## src/rtl/multdiv_sequencer.sv

```systemverilog
// multdiv_sequencer
//   Execute-stage sequencer for the shared iterative multiply/divide unit.
//   It detects mul/div ALU instructions in X and pulses the unit's start
//   strobe. It holds the front of the pipeline until the unit reports ready,
//   then issues one register-file write-back. That write-back is the
//   product/quotient to rd, or the exception code to the status register.
//
// Parameters
//   RSTATUS_REG    register written on a multdiv exception
//   MUL_EXC_CODE   code written on multiply overflow
//   DIV_EXC_CODE   code written on divide exception
//   TIMEOUT_CYCLES WAIT watchdog limit (only with MULTDIV_TIMEOUT_EN)
//
// Optional feature macro: MULTDIV_TIMEOUT_EN
//   When defined, a watchdog ends WAIT after TIMEOUT_CYCLES with a forced
//   exception. When undefined, WAIT holds until md_rdy.
//
// Ports
//   clock, reset_n                  clock, async active-low reset
//   issue_valid/opcode/aluop/rd     X-stage instruction fields
//   md_ctrl_mult, md_ctrl_div       one-cycle start pulses (registered)
//   md_rdy, md_exception, md_result multdiv unit completion interface
//   stall                           combinational pipeline freeze
//   busy                            registered, state != IDLE
//   wb_valid, wb_reg, wb_data       registered one-cycle write-back
module multdiv_sequencer #(
  parameter int unsigned RSTATUS_REG  = 30,
  parameter int unsigned MUL_EXC_CODE = 4,
  parameter int unsigned DIV_EXC_CODE = 5
`ifdef MULTDIV_TIMEOUT_EN
  ,
  parameter int unsigned TIMEOUT_CYCLES = 40
`endif
) (
  input  logic        clock,
  input  logic        reset_n,
  input  logic        issue_valid,
  input  logic [4:0]  issue_opcode,
  input  logic [4:0]  issue_aluop,
  input  logic [4:0]  issue_rd,
  output logic        md_ctrl_mult,
  output logic        md_ctrl_div,
  input  logic        md_rdy,
  input  logic        md_exception,
  input  logic [31:0] md_result,
  output logic        stall,
  output logic        busy,
  output logic        wb_valid,
  output logic [4:0]  wb_reg,
  output logic [31:0] wb_data
);

  typedef enum logic [1:0] {
    S_IDLE,
    S_START,
    S_WAIT,
    S_DONE
  } state_t;

  state_t      state;
  state_t      state_nxt;
  logic        md_op;
  logic        div_op;
  logic        is_div;
  logic [4:0]  rd_q;
  logic        complete;
  logic        exc_eff;

  assign div_op = (issue_aluop == 5'b00111);
  assign md_op  = issue_valid && (issue_opcode == 5'b00000) &&
                  ((issue_aluop == 5'b00110) || div_op);

`ifdef MULTDIV_TIMEOUT_EN
  localparam int unsigned CNT_W = $clog2(TIMEOUT_CYCLES + 1);

  logic [CNT_W-1:0] wait_cnt;
  logic             timeout;

  // The counter sits at zero outside WAIT. It therefore reads zero on the
  // first WAIT cycle and saturates at the limit.
  always_ff @(posedge clock or negedge reset_n) begin
    if (!reset_n) begin
      wait_cnt <= '0;
    end else if (state != S_WAIT) begin
      wait_cnt <= '0;
    end else if (wait_cnt != CNT_W'(TIMEOUT_CYCLES)) begin
      wait_cnt <= wait_cnt + 1'b1;
    end
  end

  // A ready in the limit cycle takes priority over the watchdog.
  assign timeout  = (state == S_WAIT) && !md_rdy &&
                    (wait_cnt == CNT_W'(TIMEOUT_CYCLES));
  assign complete = (state == S_WAIT) && (md_rdy || timeout);
  assign exc_eff  = md_rdy ? md_exception : 1'b1;
`else
  assign complete = (state == S_WAIT) && md_rdy;
  assign exc_eff  = md_exception;
`endif

  always_ff @(posedge clock or negedge reset_n) begin
    if (!reset_n) begin
      state <= S_IDLE;
    end else begin
      state <= state_nxt;
    end
  end

  always_comb begin
    state_nxt = state;
    stall     = 1'b0;
    unique case (state)
      S_IDLE: begin
        if (md_op) begin
          stall     = 1'b1;
          state_nxt = S_START;
        end
      end
      S_START: begin
        stall     = 1'b1;
        state_nxt = S_WAIT;
      end
      S_WAIT: begin
        stall = 1'b1;
        if (complete) begin
          state_nxt = S_DONE;
        end
      end
      // The held instruction leaves X as DONE ends, so no re-trigger here.
      S_DONE: begin
        state_nxt = S_IDLE;
      end
      default: begin
        state_nxt = S_IDLE;
      end
    endcase
  end

  // Registered outputs are computed from the transition into the state
  // in which they are visible. This keeps every output except stall a
  // flop output.
  always_ff @(posedge clock or negedge reset_n) begin
    if (!reset_n) begin
      md_ctrl_mult <= 1'b0;
      md_ctrl_div  <= 1'b0;
      busy         <= 1'b0;
      wb_valid     <= 1'b0;
      wb_reg       <= '0;
      wb_data      <= '0;
      is_div       <= 1'b0;
      rd_q         <= '0;
    end else begin
      md_ctrl_mult <= (state == S_IDLE) && md_op && !div_op;
      md_ctrl_div  <= (state == S_IDLE) && md_op && div_op;
      busy         <= (state_nxt != S_IDLE);
      wb_valid     <= 1'b0;
      if ((state == S_IDLE) && md_op) begin
        is_div <= div_op;
        rd_q   <= issue_rd;
      end
      if (complete) begin
        if (exc_eff) begin
          wb_valid <= 1'b1;
          wb_reg   <= 5'(RSTATUS_REG);
          wb_data  <= is_div ? 32'(DIV_EXC_CODE) : 32'(MUL_EXC_CODE);
        end else begin
          wb_valid <= (rd_q != 5'd0);
          wb_reg   <= rd_q;
          wb_data  <= md_result;
        end
      end
    end
  end

endmodule

```

## config.mk

```make
export PLATFORM = sky130hd
export DESIGN_NAME = multdiv_sequencer
export DESIGN_NICKNAME = d
export VERILOG_FILES = /design/src/rtl/multdiv_sequencer.sv
export SDC_FILE = /design/constraint.sdc
export NUM_CORES = 1
export LEC_CHECK = 0
export CAP_MARGIN = 20
export CORE_ASPECT_RATIO = 0.6
export CORE_UTILIZATION = 46
export CTS_BUF_LIST = sky130_fd_sc_hd__clkbuf_4
export DETAILED_ROUTE_END_ITERATION = 8
export HOLD_SLACK_MARGIN = 0.06
export PLACE_DENSITY = 0.87
export SYNTH_ARGS = -nofsm -noshare
export SYNTH_HDL_FRONTEND = slang
export SYNTH_SLANG_ARGS = --single-unit
export TNS_END_PERCENT = 100
```

## constraint.sdc

```tcl
create_clock -name clock -period 2.15 [get_ports clock]
set_input_delay 0.43 -clock clock [delete_from_list [all_inputs] [get_ports clock]]
set_output_delay 0.43 -clock clock [all_outputs]
set_load 0.005 [all_outputs]
```

==> impl_metrics.toml, run 1 <==
[floorplanning]
fp.coreArea_um2 = 4210
rows = 18
die-height_um = 54.1
dieArea_um2 = 4800
dieWidth_um = 88.8
io_pins = 94
start_util_pct = 49.4

[global_route]
gr-usage-all-layers_pct = 19.8
grt_pass1_wl_um = 6990
first_global_vias = 1426
grt_max_degree = 47
grt.overflow.total = 0
antenna_found_initial = 0

[sta]
setup_slack_ns = 0.0803
finClkSkew_ns = 0.00511
slew_violations = 0
finalCritPeriodShare_pct = 96.3
slew_headroom_pct = 62.4
max_freq_mhz = 483
fin_crit_ns = 2.07
tightest_slew_ns = 0.564
setup_viol = 0
grt_setup_unrepaired = "no"
hold_viol = 0

[setup_path]
r2r_cells = 6
r2r_start = "state[0]"
reg2reg_to = "is_div"
startpoint = "issue_opcode[3]"
critPathMaxStageDelay_ns = 0.44
crit_path_start_kind = "primary input"
endpoint_kind = "output port"
crit_chain = "clkdlybuf4s50_1 > nor4_4 > nand4_4 > a21oi_2 > clkdlybuf4s15_2"
cp_data_required_time_ns = 1.72
criticalPathCategory = "primary input to output port"
cp_max_fo = 2
r2r_slack_ns = 0.58
slowest_stage = "clkdlybuf4s50_1"
arrival_ns = 1.64
crit_path_end = "stall"

[yosys]
syn_area_um2 = 2080
synth_top_flop_cell = "dfrtp_1"
synth_edf_count = 0
syn_area_per_cell_um2 = 10.3
yosys_register_bits = 49
async_flop_share_pct = 100
yosys_warnings = 0
synth_nets = 258
ys_types = 22
synth-seq-area-share_pct = 58.9
syn_inst = 202

[power_and_ir_drop]
totalPowerFinal_mw = 3.27
p_seq_share_pct = 44.1
comb_power_share_pct = 43.9
p_sw_mw = 1.03
p_leak_nw = 1.40
intPower_mw = 2.24
ir_drop_mv = 0.625
clkPwrFrac_pct = 12.0
p_per_area_nw_per_um2 = 1040
swShare_pct = 31.6

[cts]
hold_buffers = 0
clk_latency_ns = 0.35
numCtsBuffers = 5
cts_sinks = 49
ctsRootBufferMaster = "clkbuf_4"
cts.path.max_buffers = 2
clk_pin_slew_worst_paths_ns = 0.14
cts-htree-levels = 2
cts_tree = "yes"

[drt]
wirelength_um = 4720
route.detailed.drc = 0
vias = 1680
drt-vias-per-instance = 4.69
drt_first_iter_violations = 66
wl_per_cell_um = 13.2
route.antenna.remaining_nets = 0
firstDrtPassIters = 4

[job]
drv_cap = 0

[layout]
final_area_um2 = 3160
drive_gt1_share_pct = 9.06
largest_register_ffs = 32
area_growth_pct = 51.7
diodes = 0
nets = 353
final_common_cell = "clkdlybuf4s50_1"
most-common-layout-cells = "clkdlybuf4s50_1 (89), dfrtp_1 (49), nand2_1 (37), o21ai_0 (37), nand2b_1 (31)"
fin_util_pct = 75.0

[placed_design]
post_dp_cell_area_um2 = 3090
io_buffers = 93
detailed_place_hpwl_um = 3480
dp_slack_ns = -0.314
gp_congestion = 0.699

[outcome]
outcome = "finished, final reports clean"

[min_path]
hp-class = "primary input to asynchronous set/reset pin"
==> worst min-delay path by stage <==
stage	startpoint	end	slack [ns]	cells after the start
after floorplan	reset_n	busy	0.13	0
after global placement	reset_n	wb_data[4]	0.44	1
after detailed placement	reset_n	wb_data[4]	0.45	1
after CTS	reset_n	wb_reg[0]	0.06	1
after global routing	reset_n	wb_data[3]	0.08	1
final	reset_n	wb_reg[0]	0.06	1
==> per-stage QoR <==
stage | hold WS (ns) | TNS (ns) | cells
final | 0.0552 | 0 | 358
after global routing | 0.0822 | 0 | 358
after CTS | 0.0606 | 0 | 356
after detailed placement | 0.453 | -0.314 | 348
after global placement | 0.443 | -0.290 | 348
after floorplan | 0.134 | 0 | 202
==> area by class of cell <==
type | instances | area [µm²]
Fill cell | 319 | 1050
Multi-Input combinational cell | 137 | 797
Clock inverter | 3 | 12.5
Sequential cell | 49 | 1230
Tap cell | 60 | 75.1
Inverter | 4 | 15.0
Timing Repair Buffer | 100 | 993
Clock buffer | 5 | 37.5
==> kinds of logic (layout without fill, tap and decap cells) <==
logic type      after synthesis  after routing  synth area share, %
flops                        49             49                 58.9
fa+ha+maj                     4              4                 2.41
simple gates                 84             84                 21.4
compound gates               42             42                 10.5
mux                           7              7                 3.73
buf+inv                      16            112                 3.07
==> synth_stat cells (2+ instances only) <==
cell type   n  area share [%]
nand2b_1   31             9.3
dfrtp_1    49              59
buf_2       3            0.72
nor2_1      8             1.4
inv_1       4            0.72
clkbuf_1    9             1.6
ha_1        4             2.4
mux2_2      6             3.2
a21oi_1     2            0.48
nand2_1    38             6.9
o21ai_0    37             8.9
==> power by group through the flow <==
stage | Sequential [mW] | Combinational, mW | Clock [mW]
3_3_place_gp | 1.45 | 1.40 | 0
5_1_grt | 1.48 | 1.61 | 0.438
4_1_cts | 1.45 | 1.45 | 0.401
6_report | 1.44 | 1.44 | 0.392
3_5_place_dp | 1.47 | 1.44 | 0
2_1_floorplan | 1.48 | 0.484 | 0
==> metal layers <==
metal	GRT usage, %	part of all wire, %	vias to the layer above
met5	0	0	-
met4	2.42	0.085	0
met3	6.75	9.4	2
met2	31.2	43	63
met1	27.7	48	765
li1	-	-	850
==> worst max-delay path, delay by kind of cell <==
kind	cells	cell delay (ns)
buf+inv	2	0.65
simple gates	2	0.41
compound gates	1	0.14
==> what timing repair did <==
item / CTS / global route
buffers inserted: 0 / 2
endpoints found under the setup margin: 1 / 1
resized for setup: 5 / 2
pin swaps: 1 / 3
No activity file was read; power rests on OpenSTA's default activity.
==> inputs of run 2 (changes only) <==
--- a/config.mk
+++ b/config.mk
@@ -6,12 +6,14 @@
 export NUM_CORES = 1
 export LEC_CHECK = 0
 export CAP_MARGIN = 20
+export CELL_PAD_IN_SITES_DETAIL_PLACEMENT = 1
+export CELL_PAD_IN_SITES_GLOBAL_PLACEMENT = 2
 export CORE_ASPECT_RATIO = 0.6
-export CORE_UTILIZATION = 46
+export CORE_UTILIZATION = 27
 export CTS_BUF_LIST = sky130_fd_sc_hd__clkbuf_4
 export DETAILED_ROUTE_END_ITERATION = 8
 export HOLD_SLACK_MARGIN = 0.06
-export PLACE_DENSITY = 0.87
+export PLACE_DENSITY_LB_ADDON = 0.1
 export SYNTH_ARGS = -nofsm -noshare
 export SYNTH_HDL_FRONTEND = slang
 export SYNTH_SLANG_ARGS = --single-unit
==> run 2 against run 1 <==
Compared with the run above: count of clock-buffer cells in the layout unchanged; sequential share of layout area decreased by 0.95 points; register-to-register slack improved by 0.12 ns; maximum frequency increased by 1.6%; routed wire length increased by 9.4%; clock skew increased by 0.0044 ns; utilization decreased by 31 points; hold slack improved by 0.44 ns; combinational power about the same; via count increased by 0.12%; first-iteration DRC count decreased by 17%; critical path type unchanged; critical endpoint unchanged; highest routed layer unchanged.
==> impl_metrics.toml, run 2 (same netlist as run 1, synthesis figures left out) <==
[cts]
clk_latency_ns = 0.36
cts_tree = "yes"
cts.path.max_buffers = 2
cts-htree-levels = 2
clk_pin_slew_worst_paths_ns = 0.14
numCtsBuffers = 5
ctsRootBufferMaster = "clkbuf_4"
cts_sinks = 49

[sta]
fin_crit_ns = 2.04
hold-worst-slack_ns = 0.494
slew_violations = 0
max_freq_mhz = 491
finalCritPeriodShare_pct = 94.7
grt_setup_unrepaired = "no"
slew_headroom_pct = 65.4
hold_viol = 0
finClkSkew_ns = 0.00948
setup_viol = 0
tightest_slew_ns = 0.519
timing.setup.tns_ns = 0

[setup_path]
crit_path_start_kind = "primary input"
cp_max_fo = 2
criticalPathCategory = "primary input to output port"
path_buf_inv = 2
cp_data_required_time_ns = 1.72
critPathMaxStageDelay_ns = 0.39
arrival_ns = 1.61
endpoint_kind = "output port"
slowest_stage = "clkdlybuf4s50_1"
critPathTopFamily = "buffers and inverters"
crit_chain = "clkdlybuf4s50_1 > and4bb_2 > nand4_4 > a21oi_2 > clkdlybuf4s15_2"

[layout]
drive_gt1_share_pct = 9.09
area_growth_pct = 55.5
multiInputGateArea_um2 = 797
final_common_cell = "clkdlybuf4s50_1"
nets = 352
diodes = 0
nFillCells = 835
most-common-layout-cells = "clkdlybuf4s50_1 (88), dfrtp_1 (49), nand2_1 (37), o21ai_0 (37), nand2b_1 (31)"
final_area_um2 = 3240
largest_register_ffs = 32
regArea_um2 = 1230
final_cells = 401

[drt]
route.detailed.drc = 0
drt-vias-per-instance = 4.19
drt_first_iter_violations = 55
firstDrtPassIters = 4
wl_per_cell_um = 12.9
vias = 1682
route.antenna.remaining_nets = 0
wirelength_um = 5160

[outcome]
outcome = "finished, final reports clean"

[floorplanning]
dieArea_um2 = 8070
fp.coreArea_um2 = 7360
io_pins = 94
die-height_um = 70
dieWidth_um = 115
rows = 24
start_util_pct = 28.3

[power_and_ir_drop]
swShare_pct = 31.8
comb_power_share_pct = 44.0
clkPwrFrac_pct = 12.8
intPower_mw = 2.27
p_leak_nw = 1.41
p_per_area_nw_per_um2 = 1030
totalPowerFinal_mw = 3.32
p_seq_share_pct = 43.2
ir_drop_mv = 0.306
p_sw_mw = 1.06

[global_route]
grt_pass1_wl_um = 8710
grt.overflow.total = 0
grt_max_degree = 66
gr-usage-all-layers_pct = 14.1
antenna_found_initial = 0
first_global_vias = 1704

[placed_design]
place_inst = 391
detailed_place_hpwl_um = 3670
io_buffers = 93
gp_congestion = 0.718
post_dp_cell_area_um2 = 3160

[job]
drv_cap = 0

[min_path]
hp-class = "flop to flop"
==> run 2: cell types whose count changed in the layout (fill, tap and decap cells not counted), sizes merged <==
cell           delta
dlygate4sd2       +1
clkinv            -1
clkdlybuf4s50     -1
buf               -2
clkinvlp          +1
dlygate4sd3       +1
==> run 2: worst min-delay path: cells and delay by family (launching register included) <==
family / cells / cell delay (ns)
compound gates: 1 / 0.06
flops: 1 / 0.36
simple gates: 1 / 0.04
==> run 2: power by group through the flow <==
stage | clock network (mW) | logic (mW) | registers [mW]
4_1_cts | 0.455 | 1.48 | 1.44
6_report | 0.427 | 1.46 | 1.43
5_1_grt | 0.500 | 1.64 | 1.49
3_3_place_gp | 0 | 1.45 | 1.46
2_1_floorplan | 0 | 0.484 | 1.48
3_5_place_dp | 0 | 1.47 | 1.46
==> run 2: what timing repair did <==
| action | in CTS | in global routing |
|---|---|---|
| pin swaps | 1 | 2 |
| endpoints found under the setup margin | 1 | 1 |
| hold buffers | 1 | 0 |
| setup buffers | 0 | 1 |
| endpoints found under the hold margin | 19 | 0 |
| gates resized for setup | 6 | 2 |
==> run 2: worst paths after layout <==
path | start | cells past startpoint | endpoint | slack, ns
max | issue_aluop[3] | 5 | stall | 0.11
min | wb_data[8] | 2 | wb_data[8] | 0.49
max reg2reg | state[0] | 5 | wb_data[30] | 0.70
min reg2reg | wb_data[8] | 2 | wb_data[8] | 0.49
max in group asynchronous | reset_n | 3 | wb_data[4] | 1.04
min in group asynchronous | reset_n | 2 | wb_data[11] | 0.55
==> run 2: stage by stage <==
step	utilization (%)	worst slack, ns
2_1_floorplan	-	0.581
3_3_place_gp	42.9	-0.305
3_5_place_dp	42.9	-0.347
4_1_cts	43.8	0.00912
5_1_grt	44.0	0.0226
6_report	44.0	0.114
==> run 2: final cells by class <==
cell class	instances	area share (%)
clock buffers	5	1.16
clock inverters	3	0.541
inverters	4	0.464
multi-input cells	137	24.6
flip-flops and latches	49	37.9
well taps	104	4.02
repair buffers	99	31.3
==> run 2: per-layer routing <==
layer,up-vias,track usage (%),share of wire (%)
li1,844,-,-
met1,785,20.0,50
met2,49,20.2,43
met3,4,4.69,6.2
met4,0,3.90,0.79
met5,-,0,0
